===== src/rtl/panda_pkg.sv =====
// Shared decode types for the instruction decode stage: ALU operation
// encoding, the control bundle handed to EX, immediate format tags and
// RV32I major opcodes.
package panda_pkg;

    typedef enum logic [3:0] {
        ALU_ADD    = 4'd0,
        ALU_SUB    = 4'd1,
        ALU_SLL    = 4'd2,
        ALU_SLT    = 4'd3,
        ALU_SLTU   = 4'd4,
        ALU_XOR    = 4'd5,
        ALU_SRL    = 4'd6,
        ALU_SRA    = 4'd7,
        ALU_OR     = 4'd8,
        ALU_AND    = 4'd9,
        ALU_PASS_B = 4'd10
    } alu_op_t;

    // MSB first: use_imm is bit 7, illegal is bit 0.
    typedef struct packed {
        logic use_imm;
        logic use_pc;
        logic reg_we;
        logic mem_rd;
        logic mem_wr;
        logic branch;
        logic jump;
        logic illegal;
    } ctrl_t;

    // Instruction format; also tells which register fields are meaningful.
    typedef enum logic [2:0] {
        FMT_R    = 3'd0,
        FMT_I    = 3'd1,
        FMT_S    = 3'd2,
        FMT_B    = 3'd3,
        FMT_U    = 3'd4,
        FMT_J    = 3'd5,
        FMT_NONE = 3'd6
    } fmt_t;

    localparam logic [6:0] OPC_LUI    = 7'b0110111;
    localparam logic [6:0] OPC_AUIPC  = 7'b0010111;
    localparam logic [6:0] OPC_JAL    = 7'b1101111;
    localparam logic [6:0] OPC_JALR   = 7'b1100111;
    localparam logic [6:0] OPC_BRANCH = 7'b1100011;
    localparam logic [6:0] OPC_LOAD   = 7'b0000011;
    localparam logic [6:0] OPC_STORE  = 7'b0100011;
    localparam logic [6:0] OPC_OP_IMM = 7'b0010011;
    localparam logic [6:0] OPC_OP     = 7'b0110011;

    // Arithmetic op selection shared by OP and OP-IMM. Bit 30 picks SRA
    // over SRL for both, but SUB over ADD only for register-register ops
    // (ADDI has no subtract form; bit 30 there is just immediate).
    function automatic alu_op_t alu_from_funct3(input logic [2:0] funct3,
                                                input logic       alt,
                                                input logic       is_reg);
        case (funct3)
            3'b000:  return (alt && is_reg) ? ALU_SUB : ALU_ADD;
            3'b001:  return ALU_SLL;
            3'b010:  return ALU_SLT;
            3'b011:  return ALU_SLTU;
            3'b100:  return ALU_XOR;
            3'b101:  return alt ? ALU_SRA : ALU_SRL;
            3'b110:  return ALU_OR;
            default: return ALU_AND;
        endcase
    endfunction

endpackage


===== src/rtl/instr_decode_imm_gen.sv =====
// Immediate generator: classifies the instruction word by format and
// extracts the sign-extended immediate. Purely combinational.
module imm_gen
    import panda_pkg::*;
#(
    parameter int BITSIZE = 32
) (
    input  logic [31:0]        instr,
    output fmt_t               fmt,
    output logic [BITSIZE-1:0] imm
);

    logic [31:0] imm_word;

    // Format from the major opcode.
    always_comb begin
        case (instr[6:0])
            OPC_LUI, OPC_AUIPC:            fmt = FMT_U;
            OPC_JAL:                       fmt = FMT_J;
            OPC_JALR, OPC_LOAD, OPC_OP_IMM: fmt = FMT_I;
            OPC_BRANCH:                    fmt = FMT_B;
            OPC_STORE:                     fmt = FMT_S;
            OPC_OP:                        fmt = FMT_R;
            default:                       fmt = FMT_NONE;
        endcase
    end

    // Immediate bit scatter per format; bit 31 is always the sign.
    always_comb begin
        case (fmt)
            FMT_I:   imm_word = {{20{instr[31]}}, instr[31:20]};
            FMT_S:   imm_word = {{20{instr[31]}}, instr[31:25], instr[11:7]};
            FMT_B:   imm_word = {{19{instr[31]}}, instr[31], instr[7],
                                 instr[30:25], instr[11:8], 1'b0};
            FMT_U:   imm_word = {instr[31:12], 12'b0};
            FMT_J:   imm_word = {{11{instr[31]}}, instr[31], instr[19:12],
                                 instr[20], instr[30:21], 1'b0};
            default: imm_word = 32'b0;
        endcase
    end

    assign imm = imm_word;

endmodule


===== src/rtl/instr_decode.sv =====
// Instruction decode stage: takes one instruction from IF, decodes it in a
// dedicated cycle and holds the bundle until EX takes it.
// Optional feature macro: PANDA_ID_ILLEGAL_TRAP_EN (flag unknown encodings
// as illegal instead of turning them into a NOP).
module instr_decode
    import panda_pkg::*;
#(
    parameter int BITSIZE = 32
) (
    input  logic               clk,
    input  logic               resetn_i,
    output logic               ID_IF_get_o,
    input  logic               IF_ID_give_i,
    input  logic [31:0]        IF_ID_instr_i,
    input  logic               EX_ID_get_i,
    output logic               ID_EX_give_o,
    output logic [4:0]         ID_EX_rs1_o,
    output logic [4:0]         ID_EX_rs2_o,
    output logic [4:0]         ID_EX_rd_o,
    output logic [BITSIZE-1:0] ID_EX_imm_o,
    output alu_op_t            ID_EX_aluop_o,
    output ctrl_t              ID_EX_ctrl_o,
    output logic [2:0]         ID_EX_funct3_o
);

    localparam logic [1:0] ST_REQUEST = 2'd0;
    localparam logic [1:0] ST_DECODE  = 2'd1;
    localparam logic [1:0] ST_PROVIDE = 2'd2;

    logic [1:0]         state;
    logic [1:0]         state_next;
    logic [31:0]        instr_q;
    fmt_t               fmt;
    logic [BITSIZE-1:0] imm_word;
    logic               legal;
    logic [4:0]         dec_rs1;
    logic [4:0]         dec_rs2;
    logic [4:0]         dec_rd;
    logic [BITSIZE-1:0] dec_imm;
    alu_op_t            dec_aluop;
    ctrl_t              dec_ctrl;

    imm_gen #(.BITSIZE(BITSIZE)) u_imm_gen (
        .instr (instr_q),
        .fmt   (fmt),
        .imm   (imm_word)
    );

    // Handshakes are gated by reset so nothing is requested or given in a reset cycle.
    assign ID_IF_get_o  = resetn_i && (state == ST_REQUEST);
    assign ID_EX_give_o = resetn_i && (state == ST_PROVIDE) && EX_ID_get_i;

    // Next state: accept from IF, one decode cycle, then wait for EX.
    always_comb begin
        case (state)
            ST_REQUEST: state_next = IF_ID_give_i ? ST_DECODE : ST_REQUEST;
            ST_DECODE:  state_next = ST_PROVIDE;
            ST_PROVIDE: state_next = EX_ID_get_i ? ST_REQUEST : ST_PROVIDE;
            default:    state_next = ST_REQUEST;
        endcase
    end

    // Field decode of the held word; unknown encodings collapse to one bundle.
    always_comb begin
        legal     = 1'b1;
        dec_rs1   = (fmt == FMT_R || fmt == FMT_I || fmt == FMT_S || fmt == FMT_B)
                    ? instr_q[19:15] : 5'd0;
        dec_rs2   = (fmt == FMT_R || fmt == FMT_S || fmt == FMT_B) ? instr_q[24:20] : 5'd0;
        dec_rd    = (fmt == FMT_R || fmt == FMT_I || fmt == FMT_U || fmt == FMT_J)
                    ? instr_q[11:7] : 5'd0;
        dec_imm   = imm_word;
        dec_aluop = ALU_ADD;
        dec_ctrl  = '0;
        case (instr_q[6:0])
            OPC_LUI: begin
                dec_aluop = ALU_PASS_B;
                dec_ctrl.use_imm = 1'b1;
                dec_ctrl.reg_we  = 1'b1;
            end
            OPC_AUIPC: begin
                dec_ctrl.use_imm = 1'b1;
                dec_ctrl.use_pc  = 1'b1;
                dec_ctrl.reg_we  = 1'b1;
            end
            OPC_JAL: begin
                dec_ctrl.use_imm = 1'b1;
                dec_ctrl.use_pc  = 1'b1;
                dec_ctrl.reg_we  = 1'b1;
                dec_ctrl.jump    = 1'b1;
            end
            OPC_JALR: begin
                dec_ctrl.use_imm = 1'b1;
                dec_ctrl.reg_we  = 1'b1;
                dec_ctrl.jump    = 1'b1;
            end
            OPC_BRANCH: begin
                // Comparison itself is resolved in EX from funct3.
                dec_aluop = ALU_SUB;
                dec_ctrl.branch = 1'b1;
            end
            OPC_LOAD: begin
                dec_ctrl.use_imm = 1'b1;
                dec_ctrl.reg_we  = 1'b1;
                dec_ctrl.mem_rd  = 1'b1;
            end
            OPC_STORE: begin
                dec_ctrl.use_imm = 1'b1;
                dec_ctrl.mem_wr  = 1'b1;
            end
            OPC_OP_IMM: begin
                dec_aluop = alu_from_funct3(instr_q[14:12], instr_q[30], 1'b0);
                dec_ctrl.use_imm = 1'b1;
                dec_ctrl.reg_we  = 1'b1;
            end
            OPC_OP: begin
                dec_aluop = alu_from_funct3(instr_q[14:12], instr_q[30], 1'b1);
                dec_ctrl.reg_we = 1'b1;
                if (instr_q[31:25] != 7'b0000000 && instr_q[31:25] != 7'b0100000) begin
                    legal = 1'b0;
                end
            end
            default: legal = 1'b0;
        endcase
        if (!legal) begin
            dec_rs1   = 5'd0;
            dec_rs2   = 5'd0;
            dec_rd    = 5'd0;
            dec_imm   = '0;
            dec_aluop = ALU_ADD;
            dec_ctrl  = '0;
`ifdef PANDA_ID_ILLEGAL_TRAP_EN
            dec_ctrl.illegal = 1'b1;
`else
            // ADDI x0,x0,0
            dec_ctrl.use_imm = 1'b1;
`endif
        end
    end

    // State, instruction capture and the decoded bundle held for EX.
    always_ff @(posedge clk) begin
        if (!resetn_i) begin
            state          <= ST_REQUEST;
            instr_q        <= 32'b0;
            ID_EX_rs1_o    <= 5'd0;
            ID_EX_rs2_o    <= 5'd0;
            ID_EX_rd_o     <= 5'd0;
            ID_EX_imm_o    <= '0;
            ID_EX_aluop_o  <= ALU_ADD;
            ID_EX_ctrl_o   <= '0;
            ID_EX_funct3_o <= 3'd0;
        end else begin
            state <= state_next;
            if (state == ST_REQUEST && IF_ID_give_i) begin
                instr_q <= IF_ID_instr_i;
            end
            if (state == ST_DECODE) begin
                ID_EX_rs1_o    <= dec_rs1;
                ID_EX_rs2_o    <= dec_rs2;
                ID_EX_rd_o     <= dec_rd;
                ID_EX_imm_o    <= dec_imm;
                ID_EX_aluop_o  <= dec_aluop;
                ID_EX_ctrl_o   <= dec_ctrl;
                ID_EX_funct3_o <= instr_q[14:12];
            end
        end
    end

endmodule


===== config.mk =====
export PLATFORM = sky130hd
export DESIGN_NAME = instr_decode
export DESIGN_NICKNAME = d
export VERILOG_FILES = /design/src/rtl/panda_pkg.sv /design/src/rtl/instr_decode_imm_gen.sv /design/src/rtl/instr_decode.sv
export SDC_FILE = /design/constraint.sdc
export NUM_CORES = 1
export LEC_CHECK = 0
export BUFFER_PORTS_ARGS = -buffer_cell sky130_fd_sc_hd__buf_2
export CAP_MARGIN = 40
export CORE_MARGIN = 2
export CORE_UTILIZATION = 26
export CTS_CLUSTER_SIZE = 16
export DETAILED_ROUTE_END_ITERATION = 16
export GPL_ROUTABILITY_DRIVEN = 0
export PLACE_DENSITY = 0.53
export SLEW_MARGIN = 20
export SYNTH_ARGS = -nofsm -noshare
export SYNTH_HDL_FRONTEND = slang
export SYNTH_SLANG_ARGS = --single-unit

===== constraint.sdc =====
create_clock -name clk -period 4.5 [get_ports clk]
set_clock_uncertainty 0.15 [all_clocks]
set_input_delay 0.9 -clock clk [delete_from_list [all_inputs] [get_ports clk]]
set_output_delay 0.9 -clock clk [all_outputs]
set_load 0.02 [all_outputs]

==> flow_summary.json <==
{
  "htreeDepth": 3,
  "final_nets": 558,
  "min_from": "ID_EX_imm_o[11]$_SDFFE_PN0P_",
  "reg2reg_to": "ID_EX_imm_o[3]$_SDFFE_PN0P_",
  "hold_path.class": "reg2reg",
  "syn_inst": 443,
  "reg2reg_slack_ps": 1570,
  "setup_viol": 0,
  "yosys.cell_types.count": 49,
  "cp.arrival_ps": 1880,
  "power_density_mw_per_mm2": 369,
  "yosys.area.top_type": "dfxtp_1",
  "status": "finished, final reports clean",
  "post-route-min-period_ps": 2930,
  "route.detailed.drc": 0,
  "avgSynthCellArea_um2": 8.83,
  "area_growth_pct": 22.9,
  "synth_area_leaders": "dfxtp_1, nand2_1, a21boi_0",
  "numCtsBuffers": 9,
  "clkTransAtPathRegs_ps": 60,
  "ys_ff_latch": 95,
  "clk_latency_ps": 340,
  "cts_num_sinks": 95,
  "p_leak_uw": 0.00201,
  "tightest_slew_ps": 741,
  "grt_max_degree": 46,
  "drt-vias-per-instance": 4.80,
  "post-place-cells": 695,
  "post-cts-setup-buffers": 0,
  "path_class": "in2out",
  "rsz0062_at_grt": "false",
  "hold_viol_final": 0,
  "tns_ps": 0,
  "synth-edff-count": 0,
  "grt_use_total_pct": 13.8,
  "irDropWorstVdd_mv": 0.216,
  "crit_path_top_delay_cell": "buf_2",
  "synth_ff_type": "dfxtp_1",
  "dieArea_mm2": 0.0160,
  "timing.rr.start": "instr_q[2]$_SDFFE_PN0P_",
  "core_area_mm2": 0.0146,
  "dp_hpwl_um": 8070,
  "required_ps": 3450,
  "whs_ps": 299,
  "path_cells": "buf_2 -> and4b_1 -> buf_2",
  "grt_pass1_wl_um": 17300,
  "start_util_pct": 26.8,
  "fin_util_pct": 32.9,
  "critPathMaxFanout": 45,
  "cap_viol_max_count": 0,
  "cts_resized": 0,
  "cts_tree": "built",
  "synthesis.area_mm2": 0.00391,
  "yosysWarnings": 0,
  "max_stage_delay_ps": 530,
  "drt_first_pass_iters": 5,
  "max_slew_margin_pct": 50.6,
  "num_antenna_cells": 0,
  "cts-root-buf": "clkbuf_16",
  "routed_wl_um": 11100,
  "multiInputGateArea_mm2": 0.00181,
  "hold_buffers": 0,
  "area.sequential_mm2": 0.00190,
  "final_common_cell": "nand2_1",
  "fmax_mhz": 341,
  "crit_top_cell": "buf_2",
  "hold_end": "ID_EX_imm_o[11]$_SDFFE_PN0P_",
  "overflow": 0,
  "worstHoldPathCells": 2,
  "top_level_ports": 100,
  "fillers": 1553,
  "ys_seq_area_share_pct": 48.6,
  "final_cell_mix": "nand2_1, buf_2, dfxtp_1, a21oi_1, a21boi_0",
  "drive_gt1_share_pct": 27.2,
  "wl_per_cell_um": 15.7,
  "drv_slew": 0,
  "die_h_um": 127,
  "critPathLaunchType": "input port",
  "rows": 44,
  "drtIter0Drc": 185,
  "antenna_found_initial": 0,
  "vias": 3404,
  "ff2ff_path_depth": 6,
  "critPathCaptureType": "output pin",
  "grt_pass1_vias": 3173,
  "clock_path_buffers": 2,
  "fin_cells": 709,
  "async_reset_ff_share_pct": 0,
  "syn_nets": 479,
  "ant_nets": 0,
  "fp.dieW_um": 127,
  "synth_top_area_share_pct": 48.6,
  "numPortBuffers": 98,
  "finalCritPeriodShare_pct": 65.2
}
[kinds of logic (layout without fill, tap and decap cells)]
family | count (synthesis) | in the layout | synth area share [%]
other cells | 1 | 1 | 0.0959
simple gates | 168 | 168 | 19.3
mux | 2 | 2 | 0.512
flops | 95 | 95 | 48.6
compound gates | 139 | 139 | 26.2
buf+inv | 38 | 120 | 5.18
[critical path, delay by kind of cell]
family | cells | cell delay, ps
buffers and inverters | 2 | 690
and+or+nand+nor | 1 | 290
[where the power goes]
group          internal [µW]  leakage, µW  switching (µW)  total (µW)
registers                865     0.000771            37.9         903
clock network            441     0.000136             306         746
logic                   49.7      0.00111            74.2         124
[sequential cells by signal, summed over array words and instances (netlist names)]
signal          cells
state               2
ID_EX_rs1_o         5
ID_EX_ctrl_o        7
ID_EX_rs2_o         5
ID_EX_aluop_o       4
instr_q            32
ID_EX_funct3_o      3
ID_EX_rd_o          5
ID_EX_imm_o        32
[synth_stat cells, types with 2 or more instances]
master and n:
nand2_1 107, dfxtp_1 95, a21oi_1 36, a21boi_0 30, clkbuf_1 27, a22o_1 21
nor2_1 21, o21ai_2 19, o21ai_0 12, nor3_1 8, nor2b_1 6, a22oi_1 4
and2_1 4, nand3_1 4, buf_6 3, inv_1 3, nand2b_1 3, o31ai_1 3
a221oi_1 2, and3_1 2, buf_12 2, mux2i_1 2, nor4_1 2, o22ai_1 2
[routing by layer]
metal	share of wire, %	global-route usage, %
met1	45	17.9
met2	46	22.5
met5	0	0
met3	7.2	4.77
met4	1.1	2.91
[area by class of cell]
type | count | share of cell area (%)
clock buffers | 13 | 5.21
clock inverters | 1 | 0.625
inverters | 3 | 0.234
multi-input cells | 310 | 37.6
flip-flops and latches | 95 | 39.6
well taps | 184 | 4.79
repair buffers | 103 | 11.9
[worst max path at each step]
stage / cells after the start / startpoint / to
3_3_place_gp: 3 / resetn_i / ID_EX_give_o
2_1_floorplan: 2 / resetn_i / ID_EX_give_o
6_report: 3 / resetn_i / ID_EX_give_o
5_1_grt: 6 / instr_q[2]$_SDFFE_PN0P_ / ID_EX_imm_o[4]$_SDFFE_PN0P_
4_1_cts: 3 / resetn_i / ID_EX_give_o
3_5_place_dp: 3 / resetn_i / ID_EX_give_o
[metrics by stage]
| stage | total power, µW | worst slack (ps) | instance area [µm²] |
|---|---|---|---|
| floorplan | 996 | 2030 | 3910 |
| global placement | 1040 | 1550 | 4450 |
| detailed placement | 1050 | 1540 | 4530 |
| CTS | 1790 | 1520 | 4810 |
| global route | 1850 | 1350 | 4810 |
| finish | 1770 | 1570 | 4810 |
(Power assumes the default switching activity.)
